$ cat config.mk
export PLATFORM = sky130hd
export DESIGN_NAME = alu_issue_stage_flat
export DESIGN_NICKNAME = d
export VERILOG_FILES = /design/src/rtl/alu_issue_stage_if.sv /design/src/rtl/alu_issue_stage.sv /design/src/flat_wrapper.sv
export SDC_FILE = /design/constraint.sdc
export NUM_CORES = 1
export LEC_CHECK = 0
export ABC_AREA = 0
export CORE_ASPECT_RATIO = 0.8
export CORE_MARGIN = 4
export CORE_UTILIZATION = 29
export CTS_CLUSTER_SIZE = 10
export DETAILED_ROUTE_END_ITERATION = 8
export PLACE_DENSITY_LB_ADDON = 0.15
export SYNTH_ARGS = -nofsm -noshare
export SYNTH_HDL_FRONTEND = slang
export SYNTH_SLANG_ARGS = --single-unit
$ cat constraint.sdc
create_clock -name clk -period 10.2 [get_ports clk]
set_clock_uncertainty 0.15 [all_clocks]
set_input_delay 1.53 -clock clk [delete_from_list [all_inputs] [get_ports clk]]
set_output_delay 1.53 -clock clk [all_outputs]
set_load 0.01 [all_outputs]
$ cat src/rtl/alu_issue_stage_if.sv
// ALU operation encoding shared by the issue stage and its neighbours, plus the
// bundle of decode, forwarding and ALU-facing signals around the ID/EX boundary.
package alu_issue_pkg;
    typedef enum logic [3:0] {
        ALU_ADD  = 4'd0,
        ALU_SUB  = 4'd1,
        ALU_AND  = 4'd2,
        ALU_OR   = 4'd3,
        ALU_XOR  = 4'd4,
        ALU_SLL  = 4'd5,
        ALU_SRL  = 4'd6,
        ALU_SRA  = 4'd7,
        ALU_SLT  = 4'd8,
        ALU_SLTU = 4'd9
    } alu_ops_t;
endpackage

interface alu_issue_stage_if #(
    parameter int XLEN   = 32,
    parameter int REG_AW = 5
);
    // Decode-side handshake and decoded instruction fields
    logic                        in_valid;
    logic                        in_ready;
    logic [REG_AW-1:0]           in_rs1;
    logic [REG_AW-1:0]           in_rs2;
    logic [XLEN-1:0]             in_rs1_data;
    logic [XLEN-1:0]             in_rs2_data;
    logic [XLEN-1:0]             in_imm;
    logic                        in_use_imm;
    logic [REG_AW-1:0]           in_rd;
    logic                        in_reg_write;
    logic                        in_mem_read;
    alu_issue_pkg::alu_ops_t     in_alu_op;
    // Pipeline control
    logic                        flush;
    logic                        ex_ready;
    // Forwarding sources
    logic [REG_AW-1:0]           mem_rd;
    logic                        mem_reg_write;
    logic [XLEN-1:0]             mem_result;
    logic [REG_AW-1:0]           wb_rd;
    logic                        wb_reg_write;
    logic [XLEN-1:0]             wb_result;
    // Towards the ALU / EX stage
    logic                        ex_valid;
    logic [XLEN-1:0]             alu_a;
    logic [XLEN-1:0]             alu_b;
    alu_issue_pkg::alu_ops_t     alu_ctrl;
    logic [REG_AW-1:0]           ex_rd;
    logic                        ex_reg_write;
    logic                        ex_mem_read;
    logic [31:0]                 bubble_count;

    // Environment side: drives the decoded instruction and pipeline context
    modport master (
        output in_valid, in_rs1, in_rs2, in_rs1_data, in_rs2_data, in_imm,
               in_use_imm, in_rd, in_reg_write, in_mem_read, in_alu_op,
               flush, ex_ready, mem_rd, mem_reg_write, mem_result,
               wb_rd, wb_reg_write, wb_result,
        input  in_ready, ex_valid, alu_a, alu_b, alu_ctrl, ex_rd,
               ex_reg_write, ex_mem_read, bubble_count
    );

    // Issue stage side
    modport slave (
        input  in_valid, in_rs1, in_rs2, in_rs1_data, in_rs2_data, in_imm,
               in_use_imm, in_rd, in_reg_write, in_mem_read, in_alu_op,
               flush, ex_ready, mem_rd, mem_reg_write, mem_result,
               wb_rd, wb_reg_write, wb_result,
        output in_ready, ex_valid, alu_a, alu_b, alu_ctrl, ex_rd,
               ex_reg_write, ex_mem_read, bubble_count
    );
endinterface

$ cat src/rtl/alu_issue_stage.sv
// ID/EX boundary in front of the ALU: captures decoded instructions, inserts a
// one-cycle bubble on load-use hazards, honours flush, and forwards MEM/WB
// results onto the ALU operands combinationally from the held register values.
module alu_issue_stage #(
    parameter int XLEN   = 32,
    parameter int REG_AW = 5
) (
    input  logic                clk,
    input  logic                rst,
    alu_issue_stage_if.slave    bus
);
    import alu_issue_pkg::*;

    // Held instruction (ID/EX register)
    logic                r_vld_p1;
    logic [REG_AW-1:0]   r_rs1_p1;
    logic [REG_AW-1:0]   r_rs2_p1;
    logic [XLEN-1:0]     r_rs1_data_p1;
    logic [XLEN-1:0]     r_rs2_data_p1;
    logic [XLEN-1:0]     r_imm_p1;
    logic                r_use_imm_p1;
    logic [REG_AW-1:0]   r_rd_p1;
    logic                r_reg_write_p1;
    logic                r_mem_read_p1;
    alu_ops_t            r_alu_op_p1;
    logic [31:0]         r_bubble_cnt;

    logic                w_hold;
    logic                w_load_use;
    logic                w_rs1_hit;
    logic                w_rs2_hit;

    // Pick the youngest in-flight value for a source register; x0 always reads
    // the captured value so a stray write to x0 downstream is never observed.
    function automatic logic [XLEN-1:0] fwd_sel(
        input logic [REG_AW-1:0] rs,
        input logic [XLEN-1:0]   reg_data,
        input logic [REG_AW-1:0] mem_rd,
        input logic              mem_we,
        input logic [XLEN-1:0]   mem_res,
        input logic [REG_AW-1:0] wb_rd,
        input logic              wb_we,
        input logic [XLEN-1:0]   wb_res
    );
        logic [XLEN-1:0] sel;
        sel = reg_data;
        if (rs != '0) begin
            if (mem_we && (mem_rd == rs)) begin
                sel = mem_res;
            end else if (wb_we && (wb_rd == rs)) begin
                sel = wb_res;
            end
        end
        return sel;
    endfunction

    // Hazard detection: a held load whose rd feeds the incoming instruction.
    // rs2 only counts when the instruction actually reads it.
    always_comb begin
        w_hold     = r_vld_p1 & ~bus.ex_ready;
        w_rs1_hit  = (r_rd_p1 == bus.in_rs1);
        w_rs2_hit  = (r_rd_p1 == bus.in_rs2) & ~bus.in_use_imm;
        w_load_use = r_vld_p1 & r_mem_read_p1 & (r_rd_p1 != '0) & bus.in_valid
                   & (w_rs1_hit | w_rs2_hit);
    end

    assign bus.in_ready = ~w_hold & ~w_load_use & ~bus.flush;

    // ---- stage boundary: decode -> ID/EX register ----
    // Pipeline register update; flush outranks hold, hold outranks bubbling.
    always_ff @(posedge clk or posedge rst) begin
        if (rst) begin
            r_vld_p1       <= 1'b0;
            r_rs1_p1       <= '0;
            r_rs2_p1       <= '0;
            r_rs1_data_p1  <= '0;
            r_rs2_data_p1  <= '0;
            r_imm_p1       <= '0;
            r_use_imm_p1   <= 1'b0;
            r_rd_p1        <= '0;
            r_reg_write_p1 <= 1'b0;
            r_mem_read_p1  <= 1'b0;
            r_alu_op_p1    <= ALU_ADD;
            r_bubble_cnt   <= '0;
        end else if (bus.flush) begin
            r_vld_p1 <= 1'b0;
        end else if (w_hold) begin
            r_vld_p1 <= r_vld_p1;
        end else if (w_load_use) begin
            r_vld_p1     <= 1'b0;
            r_bubble_cnt <= r_bubble_cnt + 32'd1;
        end else if (bus.in_valid) begin
            r_vld_p1       <= 1'b1;
            r_rs1_p1       <= bus.in_rs1;
            r_rs2_p1       <= bus.in_rs2;
            r_rs1_data_p1  <= bus.in_rs1_data;
            r_rs2_data_p1  <= bus.in_rs2_data;
            r_imm_p1       <= bus.in_imm;
            r_use_imm_p1   <= bus.in_use_imm;
            r_rd_p1        <= bus.in_rd;
            r_reg_write_p1 <= bus.in_reg_write;
            r_mem_read_p1  <= bus.in_mem_read;
            r_alu_op_p1    <= bus.in_alu_op;
        end else begin
            r_vld_p1 <= 1'b0;
        end
    end

    // ---- stage boundary: ID/EX register -> ALU (combinational forwarding) ----
    always_comb begin
        bus.alu_a = fwd_sel(r_rs1_p1, r_rs1_data_p1,
                            bus.mem_rd, bus.mem_reg_write, bus.mem_result,
                            bus.wb_rd, bus.wb_reg_write, bus.wb_result);
        if (r_use_imm_p1) begin
            bus.alu_b = r_imm_p1;
        end else begin
            bus.alu_b = fwd_sel(r_rs2_p1, r_rs2_data_p1,
                                bus.mem_rd, bus.mem_reg_write, bus.mem_result,
                                bus.wb_rd, bus.wb_reg_write, bus.wb_result);
        end
    end

    // Side effects of an empty slot must never leak downstream.
    assign bus.ex_valid     = r_vld_p1;
    assign bus.alu_ctrl     = r_alu_op_p1;
    assign bus.ex_rd        = r_rd_p1;
    assign bus.ex_reg_write = r_vld_p1 & r_reg_write_p1;
    assign bus.ex_mem_read  = r_vld_p1 & r_mem_read_p1;
    assign bus.bubble_count = r_bubble_cnt;

endmodule

$ cat src/flat_wrapper.sv
// flat-port wrapper written by rule: the top's interface ports become plain ports
module alu_issue_stage_flat import alu_issue_pkg::*;
#(
    parameter int XLEN   = 32,
    parameter int REG_AW = 5
)
  (clk, rst, bus_in_valid, bus_in_rs1, bus_in_rs2, bus_in_rs1_data, bus_in_rs2_data, bus_in_imm, bus_in_use_imm, bus_in_rd, bus_in_reg_write, bus_in_mem_read, bus_in_alu_op, bus_flush, bus_ex_ready, bus_mem_rd, bus_mem_reg_write, bus_mem_result, bus_wb_rd, bus_wb_reg_write, bus_wb_result, bus_in_ready, bus_ex_valid, bus_alu_a, bus_alu_b, bus_alu_ctrl, bus_ex_rd, bus_ex_reg_write, bus_ex_mem_read, bus_bubble_count);
  alu_issue_stage_if #(.XLEN(XLEN), .REG_AW(REG_AW)) bus_i ();
  input  logic clk;
  input  logic rst;
  input wire logic [$bits(bus_i.in_valid)-1:0] bus_in_valid;
  input wire logic [$bits(bus_i.in_rs1)-1:0] bus_in_rs1;
  input wire logic [$bits(bus_i.in_rs2)-1:0] bus_in_rs2;
  input wire logic [$bits(bus_i.in_rs1_data)-1:0] bus_in_rs1_data;
  input wire logic [$bits(bus_i.in_rs2_data)-1:0] bus_in_rs2_data;
  input wire logic [$bits(bus_i.in_imm)-1:0] bus_in_imm;
  input wire logic [$bits(bus_i.in_use_imm)-1:0] bus_in_use_imm;
  input wire logic [$bits(bus_i.in_rd)-1:0] bus_in_rd;
  input wire logic [$bits(bus_i.in_reg_write)-1:0] bus_in_reg_write;
  input wire logic [$bits(bus_i.in_mem_read)-1:0] bus_in_mem_read;
  input wire logic [$bits(bus_i.in_alu_op)-1:0] bus_in_alu_op;
  input wire logic [$bits(bus_i.flush)-1:0] bus_flush;
  input wire logic [$bits(bus_i.ex_ready)-1:0] bus_ex_ready;
  input wire logic [$bits(bus_i.mem_rd)-1:0] bus_mem_rd;
  input wire logic [$bits(bus_i.mem_reg_write)-1:0] bus_mem_reg_write;
  input wire logic [$bits(bus_i.mem_result)-1:0] bus_mem_result;
  input wire logic [$bits(bus_i.wb_rd)-1:0] bus_wb_rd;
  input wire logic [$bits(bus_i.wb_reg_write)-1:0] bus_wb_reg_write;
  input wire logic [$bits(bus_i.wb_result)-1:0] bus_wb_result;
  output wire logic [$bits(bus_i.in_ready)-1:0] bus_in_ready;
  output wire logic [$bits(bus_i.ex_valid)-1:0] bus_ex_valid;
  output wire logic [$bits(bus_i.alu_a)-1:0] bus_alu_a;
  output wire logic [$bits(bus_i.alu_b)-1:0] bus_alu_b;
  output wire logic [$bits(bus_i.alu_ctrl)-1:0] bus_alu_ctrl;
  output wire logic [$bits(bus_i.ex_rd)-1:0] bus_ex_rd;
  output wire logic [$bits(bus_i.ex_reg_write)-1:0] bus_ex_reg_write;
  output wire logic [$bits(bus_i.ex_mem_read)-1:0] bus_ex_mem_read;
  output wire logic [$bits(bus_i.bubble_count)-1:0] bus_bubble_count;
  assign bus_i.in_valid = bus_in_valid;
  assign bus_i.in_rs1 = bus_in_rs1;
  assign bus_i.in_rs2 = bus_in_rs2;
  assign bus_i.in_rs1_data = bus_in_rs1_data;
  assign bus_i.in_rs2_data = bus_in_rs2_data;
  assign bus_i.in_imm = bus_in_imm;
  assign bus_i.in_use_imm = bus_in_use_imm;
  assign bus_i.in_rd = bus_in_rd;
  assign bus_i.in_reg_write = bus_in_reg_write;
  assign bus_i.in_mem_read = bus_in_mem_read;
  assign bus_i.in_alu_op = bus_in_alu_op;
  assign bus_i.flush = bus_flush;
  assign bus_i.ex_ready = bus_ex_ready;
  assign bus_i.mem_rd = bus_mem_rd;
  assign bus_i.mem_reg_write = bus_mem_reg_write;
  assign bus_i.mem_result = bus_mem_result;
  assign bus_i.wb_rd = bus_wb_rd;
  assign bus_i.wb_reg_write = bus_wb_reg_write;
  assign bus_i.wb_result = bus_wb_result;
  assign bus_in_ready = bus_i.in_ready;
  assign bus_ex_valid = bus_i.ex_valid;
  assign bus_alu_a = bus_i.alu_a;
  assign bus_alu_b = bus_i.alu_b;
  assign bus_alu_ctrl = bus_i.alu_ctrl;
  assign bus_ex_rd = bus_i.ex_rd;
  assign bus_ex_reg_write = bus_i.ex_reg_write;
  assign bus_ex_mem_read = bus_i.ex_mem_read;
  assign bus_bubble_count = bus_i.bubble_count;
  alu_issue_stage #(.XLEN(XLEN), .REG_AW(REG_AW)) u_core (.clk(clk), .rst(rst), .bus(bus_i));
endmodule
==> flow_metrics.py, run 1 <==
metrics = {
    "global_routing": {
        "grt_pass1_vias": 6977,
        "antenna_found_initial": 3,
        "grt_overflow": 0,
        "groute.usage.overall_pct": 17.04,
        "grt_pass1_wl_mm": 40.84,
        "grt_max_degree": 90,
    },
    "placement": {
        "dp_cells": 1352,
        "io_buffers": 307,
        "place_congestion": 0.8665,
        "place_area_um2": 11590,
        "hpwlAfterDp_mm": 20.20,
    },
    "sta": {
        "max_slew_margin_pct": 26.86,
        "rsz0062_at_grt": "no",
        "drv_slew": 0,
        "finalSetupViolCount": 0,
        "setup_tns_ps": 0,
        "worstMarginPinSlew_ps": 1095,
        "min_period_ps": 6325,
        "hold_viol": 0,
        "fin_hold_ws_ps": 322.6,
        "fmax_ghz": 0.1581,
        "finalCritPeriodShare_pct": 62.01,
    },
    "floorplan": {
        "initial_utilization_pct": 29.72,
        "io_pins": 308,
        "die-area_um2": 30950,
        "die_h_um": 158.2,
        "die_x_um": 195.7,
        "core-area_um2": 27500,
        "rows": 54,
    },
    "cts": {
        "cts_sinks": 151,
        "clk_latency_ps": 420,
        "tritoncts": "yes",
        "cts_buffers": 17,
        "cts_buffer_depth": 2,
        "cts_hold_buffers": 0,
        "htreeDepth": 4,
        "cts_resized": 0,
        "cts_setup_buffers": 0,
        "cts_root_buf": "clkbuf_16",
        "path_clk_slew_ps": 70,
    },
    "critical_path": {
        "critPathMaxStageDelay_ps": 610,
        "critPathRequiredTime_ps": 8520,
        "critPathLaunchType": "input pin",
        "crit_path_top_delay_cell": "clkdlybuf4s50_1",
        "ff2ff_setup_slack_ps": 6090,
        "reg2reg_to": "u_core.r_rs2_data_p1[7]",
        "critical_path.endpoint_type": "output port",
        "arrival_ps": 4640,
        "crit_fanout": 33,
        "worstPathCellList": "clkdlybuf4s50_1 > xor2_1 > nor4_1 > nand2_1 > buf_4 > a21o_1 > buf_4 > a221oi_1 > clkdlybuf4s50_1",
        "ff2ff_path_depth": 6,
        "path_class": "input pin to output port",
        "crit_path_start": "bus_mem_rd[3]",
        "reg2reg_from": "u_core.bus.ex_rd[2]",
    },
    "final_layout": {
        "final_area_um2": 12180,
        "instances_no_fill": 1386,
        "drive_gt1_share_pct": 15.00,
        "most-common-layout-cells": "307 x clkdlybuf4s50_1, 150 x dfrtp_1, 100 x mux2_2",
        "area_delta_synth_final_pct": 48.97,
        "finalNetCount": 1207,
        "final_common_cell": "clkdlybuf4s50_1",
    },
    "power": {
        "power_switching_w": 0.0005639,
        "p_int_w": 0.001353,
        "power_density_nw_per_um2": 157.5,
        "clockPowerShare_pct": 32.8,
        "peakVddDrop_uv": 106.9,
        "combPwrFrac_pct": 28.9,
        "finalPower_w": 0.001917,
        "power_leakage_nw": 5.235,
        "netSwitchingFraction_pct": 29.41,
        "seq_power_share_pct": 38.3,
    },
    "detailed_routing": {
        "postRouteAntennaNets": 0,
        "drcViolationCount": 0,
        "vias_per_cell": 4.817,
        "dr_total_vias": 6676,
        "firstDrtPassIters": 4,
        "wl_mm": 26.95,
        "wl_per_cell_um": 19.44,
        "first_iter_violations": 222,
    },
    "synth": {
        "syn_nets": 915,
        "ys_seq_area_share_pct": 46.23,
        "synthTopCellsByArea": "dfrtp_1 46%, mux2_2 14%, mux2i_1 11%",
        "synth_area_leader_cell": "dfrtp_1",
        "ys.flop_type": "dfrtp_1",
        "yosys_warnings": 0,
        "synth-async-reset-ratio_pct": 100.0,
        "synthesis.area_um2": 8173,
        "ys_ff_latch": 151,
        "ys_types": 40,
        "synth.top_cell.area_share_pct": 46.23,
        "syn_avg_cell_area_um2": 11.43,
        "synth_edf_count": 0,
        "synth_cells": 715,
    },
    "run_status": {
        "outcome": "finished clean",
    },
    "worst_hold_path": {
        "hold_path_depth": 1,
        "hold_start": "u_core.bus.bubble_count[31]",
        "holdPathEnd": "u_core.bus.bubble_count[31]",
        "hold_path.class": "flip-flop to flip-flop",
    },
    "run": {
        "drv_cap": 0,
    },
}
-- power by group through the flow --
| stage | combinational (W) | clock (W) | sequential, W |
|---|---|---|---|
| 4_1_cts | 0.000562 | 0.000655 | 0.000736 |
| 2_1_floorplan | 0.000273 | 0 | 0.000732 |
| 3_5_place_dp | 0.000559 | 0 | 0.000747 |
| 5_1_grt | 0.000598 | 0.000677 | 0.000746 |
| 3_3_place_gp | 0.000558 | 0 | 0.000746 |
| 6_report | 0.000553 | 0.000629 | 0.000735 |
-- metal layers --
metal | part of all wire (%) | track usage [%]
met1 | 46 | 22.60
met2 | 46 | 26.99
met5 | 0.048 | 0
met4 | 1.1 | 4.553
met3 | 6.9 | 5.617
-- how the worst max path moves through the flow --
stage	cells after the start	to	slack (ps)
after floorplan	1	u_core.bus.alu_ctrl[0]	4460
after global routing	9	bus_alu_a[3]	3660
after detailed placement	9	bus_alu_a[14]	3900
after global placement	9	bus_alu_a[14]	3900
final	9	bus_alu_a[14]	3880
after CTS	9	bus_alu_a[14]	3900
-- synth_stat cells, types with 4 or more instances --
library cell / count
nand3_1: 12
mux2_1: 20
mux2_2: 100
inv_1: 36
buf_1: 5
clkbuf_1: 20
nor4_1: 16
nand2_1: 14
mux2i_1: 93
buf_4: 9
a221oi_1: 32
and3_1: 4
xor2_1: 51
nor3_1: 53
dfrtp_1: 151
xnor2_1: 10
nand4_1: 8
nor2_1: 43
buf_2: 8
-- layout make-up --
class / count / area [µm²]
well taps: 364 / 455.4
flip-flops and latches: 151 / 3780
inverters: 36 / 140.1
diodes: 2 / 5.005
multi-input cells: 483 / 4060
fillers: 2594 / 15320
repair buffers: 318 / 3156
clock buffers: 17 / 425.4
clock inverters: 15 / 153.9
-- flip-flops by register name (all words and copies together) (netlist names) --
| register | cells |
|---|---|
| u_core.bus.bubble_count | 32 |
| u_core.r_imm_p1 | 32 |
| u_core.r_rs1_data_p1 | 32 |
| u_core.r_rs2_data_p1 | 32 |
| u_core.bus.ex_rd | 5 |
| u_core.r_rs1_p1 | 5 |
| u_core.r_rs2_p1 | 5 |
| u_core.bus.alu_ctrl | 4 |
| u_core.bus.ex_valid | 1 |
| u_core.r_mem_read_p1 | 1 |
| u_core.r_reg_write_p1 | 1 |
| u_core.r_use_imm_p1 | 1 |
-- cells by family after synthesis --
logic type / count (synthesis) / share of synthesized area (%)
xor gates and xnor gates: 61 / 6.537
muxes: 213 / 27.92
adders and majority gates: 1 / 0.1531
DFF: 151 / 46.23
AOI/OAI and AO/OA: 44 / 4.639
and+or+nand+nor: 164 / 9.982
buffers and inverters: 81 / 4.531
-- through the flow --
step	worst slack (ps)	util, %
2_1_floorplan	4455	-
3_3_place_gp	3902	42.15
3_5_place_dp	3903	42.15
4_1_cts	3895	44.26
5_1_grt	3664	44.28
6_report	3875	44.28
-- worst max-delay path: cells and delay by family --
kind | cells | cell delay [ps]
AOI/OAI and AO/OA | 2 | 640
and+or+nand+nor | 2 | 660
xor gates and xnor gates | 1 | 170
buffers and inverters | 4 | 1620
Note: power is estimated with default switching activity, not from simulation.
==> run 2, diff against run 1 <==
- clock period: 10.2 -> 5.08 ns (I/O delays scaled with it)
==> flow_metrics.py, run 2 (synthesis results as in run 1) <==
metrics = {
    "run_status": {
        "outcome": "finished clean",
    },
    "detailed_routing": {
        "wl_per_cell_um": 19.49,
        "first_iter_violations": 263,
        "wl_mm": 27.17,
        "vias_per_cell": 4.878,
        "firstDrtPassIters": 4,
        "dr_total_vias": 6800,
        "drcViolationCount": 0,
        "postRouteAntennaNets": 0,
    },
    "placement": {
        "place_congestion": 0.8700,
        "place_area_um2": 11700,
        "dp_cells": 1360,
        "pre_cts_slack_ps": 605.2,
        "hpwlAfterDp_mm": 20.54,
        "io_buffers": 307,
    },
    "global_routing": {
        "antenna_found_initial": 4,
        "grt_overflow": 0,
        "groute.usage.overall_pct": 17.38,
        "gr-usage-met1_pct": 23.43,
        "met2_usage_pct": 26.99,
        "busiest_layer": "met2",
        "grt_max_degree": 82,
        "grt_pass1_wl_mm": 41.95,
        "grt_pass1_vias": 7096,
        "met3_usage_pct": 5.723,
    },
    "critical_path": {
        "critPathRequiredTime_ps": 4170,
        "reg2reg_to": "u_core.r_rs1_data_p1[12]",
        "cp_num_buf_inv": 3,
        "crit_family": "buffers and inverters",
        "worst-path-stages": 8,
        "critPathMaxStageDelay_ps": 610,
        "arrival_ps": 3570,
        "critical_path.endpoint_type": "output port",
        "path_class": "input pin to output port",
        "worstPathCellList": "clkdlybuf4s50_1 > xor2_1 > nor4_1 > nand2_1 > a21o_1 > buf_4 > a221oi_1 > clkdlybuf4s50_1",
        "crit_path_top_delay_cell": "clkdlybuf4s50_1",
        "ff2ff_path_depth": 5,
        "reg2reg_from": "u_core.bus.ex_rd[0]",
        "crit_fanout": 32,
        "critPathLaunchType": "input pin",
        "crit_top_cell": "clkdlybuf4s50_1",
        "ff2ff_setup_slack_ps": 1920,
        "crit_path_start": "bus_mem_rd[3]",
        "crit_end": "bus_alu_a[8]",
    },
    "cts": {
        "cts_resized": 0,
        "cts_buffers": 17,
        "tritoncts": "yes",
        "cts_buffer_depth": 2,
        "htreeDepth": 4,
        "clk_latency_ps": 420,
        "cts_sinks": 151,
        "path_clk_slew_ps": 70,
        "cts_root_buf": "clkbuf_16",
        "cts_hold_buffers": 0,
        "cts_setup_buffers": 0,
    },
    "floorplan": {
        "rows": 54,
        "initial_utilization_pct": 29.72,
        "die_h_um": 158.2,
        "core-area_um2": 27500,
        "io_pins": 308,
        "die-area_um2": 30950,
        "die_x_um": 195.7,
    },
    "sta": {
        "max_slew_margin_pct": 47.24,
        "fmax_ghz": 0.2232,
        "drv_slew": 0,
        "finalCritPeriodShare_pct": 88.19,
        "rsz0062_at_grt": "no",
        "setup_tns_ps": 0,
        "worstMarginPinSlew_ps": 791.4,
        "fin_ws_ps": 599.9,
        "finalSetupViolCount": 0,
        "min_period_ps": 4480,
        "hold_viol": 0,
    },
    "final_layout": {
        "drive_gt1_share_pct": 15.38,
        "final_common_cell": "clkdlybuf4s50_1",
        "area_delta_synth_final_pct": 50.15,
        "instances_no_fill": 1394,
        "final_area_um2": 12270,
        "most-common-layout-cells": "307 x clkdlybuf4s50_1, 150 x dfrtp_1, 100 x mux2_2",
        "final_core_util_pct": 44.63,
        "finalNetCount": 1215,
        "fill_cells": 2634,
    },
    "power": {
        "power_density_nw_per_um2": 312.5,
        "peakVddDrop_uv": 208.7,
        "power_leakage_nw": 5.276,
    },
    "run": {
        "drv_cap": 0,
    },
    "worst_hold_path": {
        "hold_path.class": "flip-flop to flip-flop",
        "hold_start": "u_core.bus.bubble_count[31]",
    },
}
[run 2: worst register-to-register path, delay by kind of cell (launching register included)]
kind / cells / cell delay [ps]
DFF: 1 / 440
muxes: 1 / 450
buffers and inverters: 1 / 390
AOI/OAI and AO/OA: 2 / 1040
and+or+nand+nor: 1 / 560
[run 2: worst min-delay path by stage]
stage / cells after the start / to / slack, ps
after CTS: 1 / u_core.bus.bubble_count[31] / 320
after detailed placement: 1 / u_core.bus.bubble_count[31] / 310
after global placement: 1 / u_core.bus.bubble_count[31] / 310
after global routing: 1 / u_core.bus.bubble_count[31] / 340
final: 1 / u_core.bus.bubble_count[31] / 320
after floorplan: 1 / u_core.r_rs1_data_p1[0] / 310
[run 2: power by group]
group / total (W) / internal [W] / switching [W]
clock network: 0.00124 / 0.000720 / 0.000520
registers: 0.00148 / 0.00137 / 0.000110
logic: 0.00112 / 0.000664 / 0.000455
[run 2: cell type report]
type | instances | area, µm² | area share (%)
flip-flops and latches | 151 | 3780 | 30.80
clock buffers | 19 | 432.9 | 3.528
diodes | 3 | 7.507 | 0.06117
multi-input cells | 483 | 4060 | 33.09
clock inverters | 12 | 130.1 | 1.060
inverters | 36 | 140.1 | 1.142
well taps | 364 | 455.4 | 3.711
repair buffers | 326 | 3266 | 26.61
[run 2: stage by stage]
stage	hold slack (ps)	total power, W
after floorplan	308.1	0.002017
after CTS	320.5	0.003900
after detailed placement	307.3	0.002632
final	324.4	0.003835
after global placement	307.5	0.002622
after global routing	342.8	0.004050
[run 2: metal layers]
metal / vias up / share of wire, %
li1: 3181 / -
met1: 3365 / 46
met2: 226 / 44
met3: 26 / 7.8
met4: 2 / 1.7
met5: - / 0.044
==> run 3, diff against run 2 <==
- CAP_MARGIN: default -> 20
- CORE_MARGIN: 4 -> default
==> flow_metrics.py, run 3 (synthesis results as in run 1) <==
metrics = {
    "power": {
        "peakVddDrop_uv": 212.0,
        "power_density_nw_per_um2": 322.9,
        "finalPower_w": 0.003986,
        "power_leakage_nw": 5.309,
    },
    "cts": {
        "clk_latency_ps": 420,
        "cts_resized": 0,
        "htreeDepth": 4,
        "cts_root_buf": "clkbuf_16",
        "path_clk_slew_ps": 70,
        "tritoncts": "yes",
        "cts_buffers": 17,
        "cts_sinks": 151,
        "cts_buffer_depth": 2,
        "cts_setup_buffers": 0,
        "cts_hold_buffers": 0,
    },
    "detailed_routing": {
        "top_layer": "met4",
        "wl_per_cell_um": 18.87,
        "drcViolationCount": 0,
        "vias_per_cell": 4.804,
        "wl_met1_mm": 12.08,
        "dr_wl_met2_mm": 12.02,
        "postRouteAntennaNets": 0,
        "firstDrtPassIters": 6,
        "first_iter_violations": 250,
        "wl_mm": 26.19,
        "dr_total_vias": 6668,
        "wl_met3_mm": 1.617,
    },
    "final_layout": {
        "drive_gt1_share_pct": 15.15,
        "area_delta_synth_final_pct": 51.03,
        "final_common_cell": "clkdlybuf4s50_1",
        "finalNetCount": 1210,
        "final_core_util_pct": 44.89,
        "most-common-layout-cells": "307 x clkdlybuf4s50_1, 150 x dfrtp_1, 100 x mux2_2",
    },
    "run_status": {
        "outcome": "finished clean",
    },
    "global_routing": {
        "grt_max_degree": 89,
        "grt_overflow": 0,
        "antenna_found_initial": 1,
        "grt_pass1_vias": 6992,
        "grt_pass1_wl_mm": 41.11,
        "groute.usage.overall_pct": 18.62,
    },
    "run": {
        "drv_cap": 0,
    },
    "critical_path": {
        "path_class": "input pin to output port",
        "critical_path.endpoint_type": "output port",
        "ff2ff_path_depth": 5,
        "reg2reg_from": "u_core.bus.ex_rd[0]",
        "critPathLaunchType": "input pin",
        "critPathRequiredTime_ps": 4170,
        "arrival_ps": 3800,
        "reg2reg_to": "u_core.r_imm_p1[11]",
        "ff2ff_setup_slack_ps": 1890,
        "crit_fanout": 11,
    },
    "sta": {
        "hold_viol": 0,
        "max_slew_margin_pct": 43.45,
        "finalSetupViolCount": 0,
        "fin_hold_ws_ps": 340.3,
        "finalCritPeriodShare_pct": 92.82,
        "drv_slew": 0,
        "worstMarginPinSlew_ps": 846.3,
        "setup_tns_ps": 0,
        "rsz0062_at_grt": "no",
        "fmax_ghz": 0.2121,
        "min_period_ps": 4715,
    },
    "placement": {
        "hpwlAfterDp_mm": 19.36,
        "place_congestion": 0.8384,
        "io_buffers": 307,
    },
    "floorplan": {
        "initial_utilization_pct": 29.72,
        "die_h_um": 152.2,
        "die_x_um": 189.7,
        "core-area_um2": 27500,
        "rows": 54,
        "io_pins": 308,
        "die-area_um2": 28860,
    },
    "worst_hold_path": {
        "hold_path_depth": 1,
        "hold_path.class": "flip-flop to flip-flop",
        "hold_start": "u_core.bus.bubble_count[31]",
        "holdPathEnd": "u_core.bus.bubble_count[31]",
    },
}
[run 3: layout make-up]
class | instances | area [µm²]
timing repair buffer | 321 | 3266
inverter | 36 | 140.1
clock inverter | 13 | 196.4
tap | 364 | 455.4
clock buffer | 19 | 442.9
fill | 2656 | 15160
multi-input combinational | 483 | 4060
sequential | 151 | 3780
antenna | 1 | 2.502
[run 3: worst max-delay path, stage by stage]
cell and delay, ps:
clkdlybuf4s50_1 440, xor2_1 150, nor4_1 640, nand2_1 150, a21o_1 410, a221oi_1 600
clkdlybuf4s50_1 630
[run 3: where the power goes]
part | internal (W) | total (W) | switching (W)
combinational | 0.000665 | 0.00112 | 0.000452
clock | 0.000845 | 0.00139 | 0.000546
sequential | 0.00137 | 0.00148 | 0.000111
total | 0.00288 | 0.00399 | 0.00111
[run 3: worst max-delay path by stage]
stage	startpoint	to	slack (ps)	cells past startpoint
6_report	bus_mem_rd[0]	bus_alu_a[17]	360	7
5_1_grt	bus_mem_rd[3]	bus_alu_a[17]	140	7
4_1_cts	bus_mem_rd[0]	bus_alu_a[17]	360	7
3_5_place_dp	bus_mem_rd[0]	bus_alu_a[17]	360	7
3_3_place_gp	bus_mem_rd[0]	bus_alu_a[17]	350	7
2_1_floorplan	rst	u_core.bus.alu_ctrl[0]	100	1
[run 3: through the flow]
| stage | setup slack, ps | cells | area [µm²] |
|---|---|---|---|
| 6_report | 364.8 | 1388 | 12340 |
| 3_3_place_gp | 349.1 | 1355 | 11700 |
| 5_1_grt | 135.8 | 1388 | 12340 |
| 3_5_place_dp | 360.1 | 1355 | 11700 |
| 2_1_floorplan | 103.3 | 715 | 8173 |
| 4_1_cts | 358.2 | 1387 | 12340 |
[run 3: metal layers]
metal	global-route usage, %	vias up
li1	-	3170
met1	24.96	3275
met2	29.08	200
met3	5.297	23
met4	5.415	0
met5	0	-
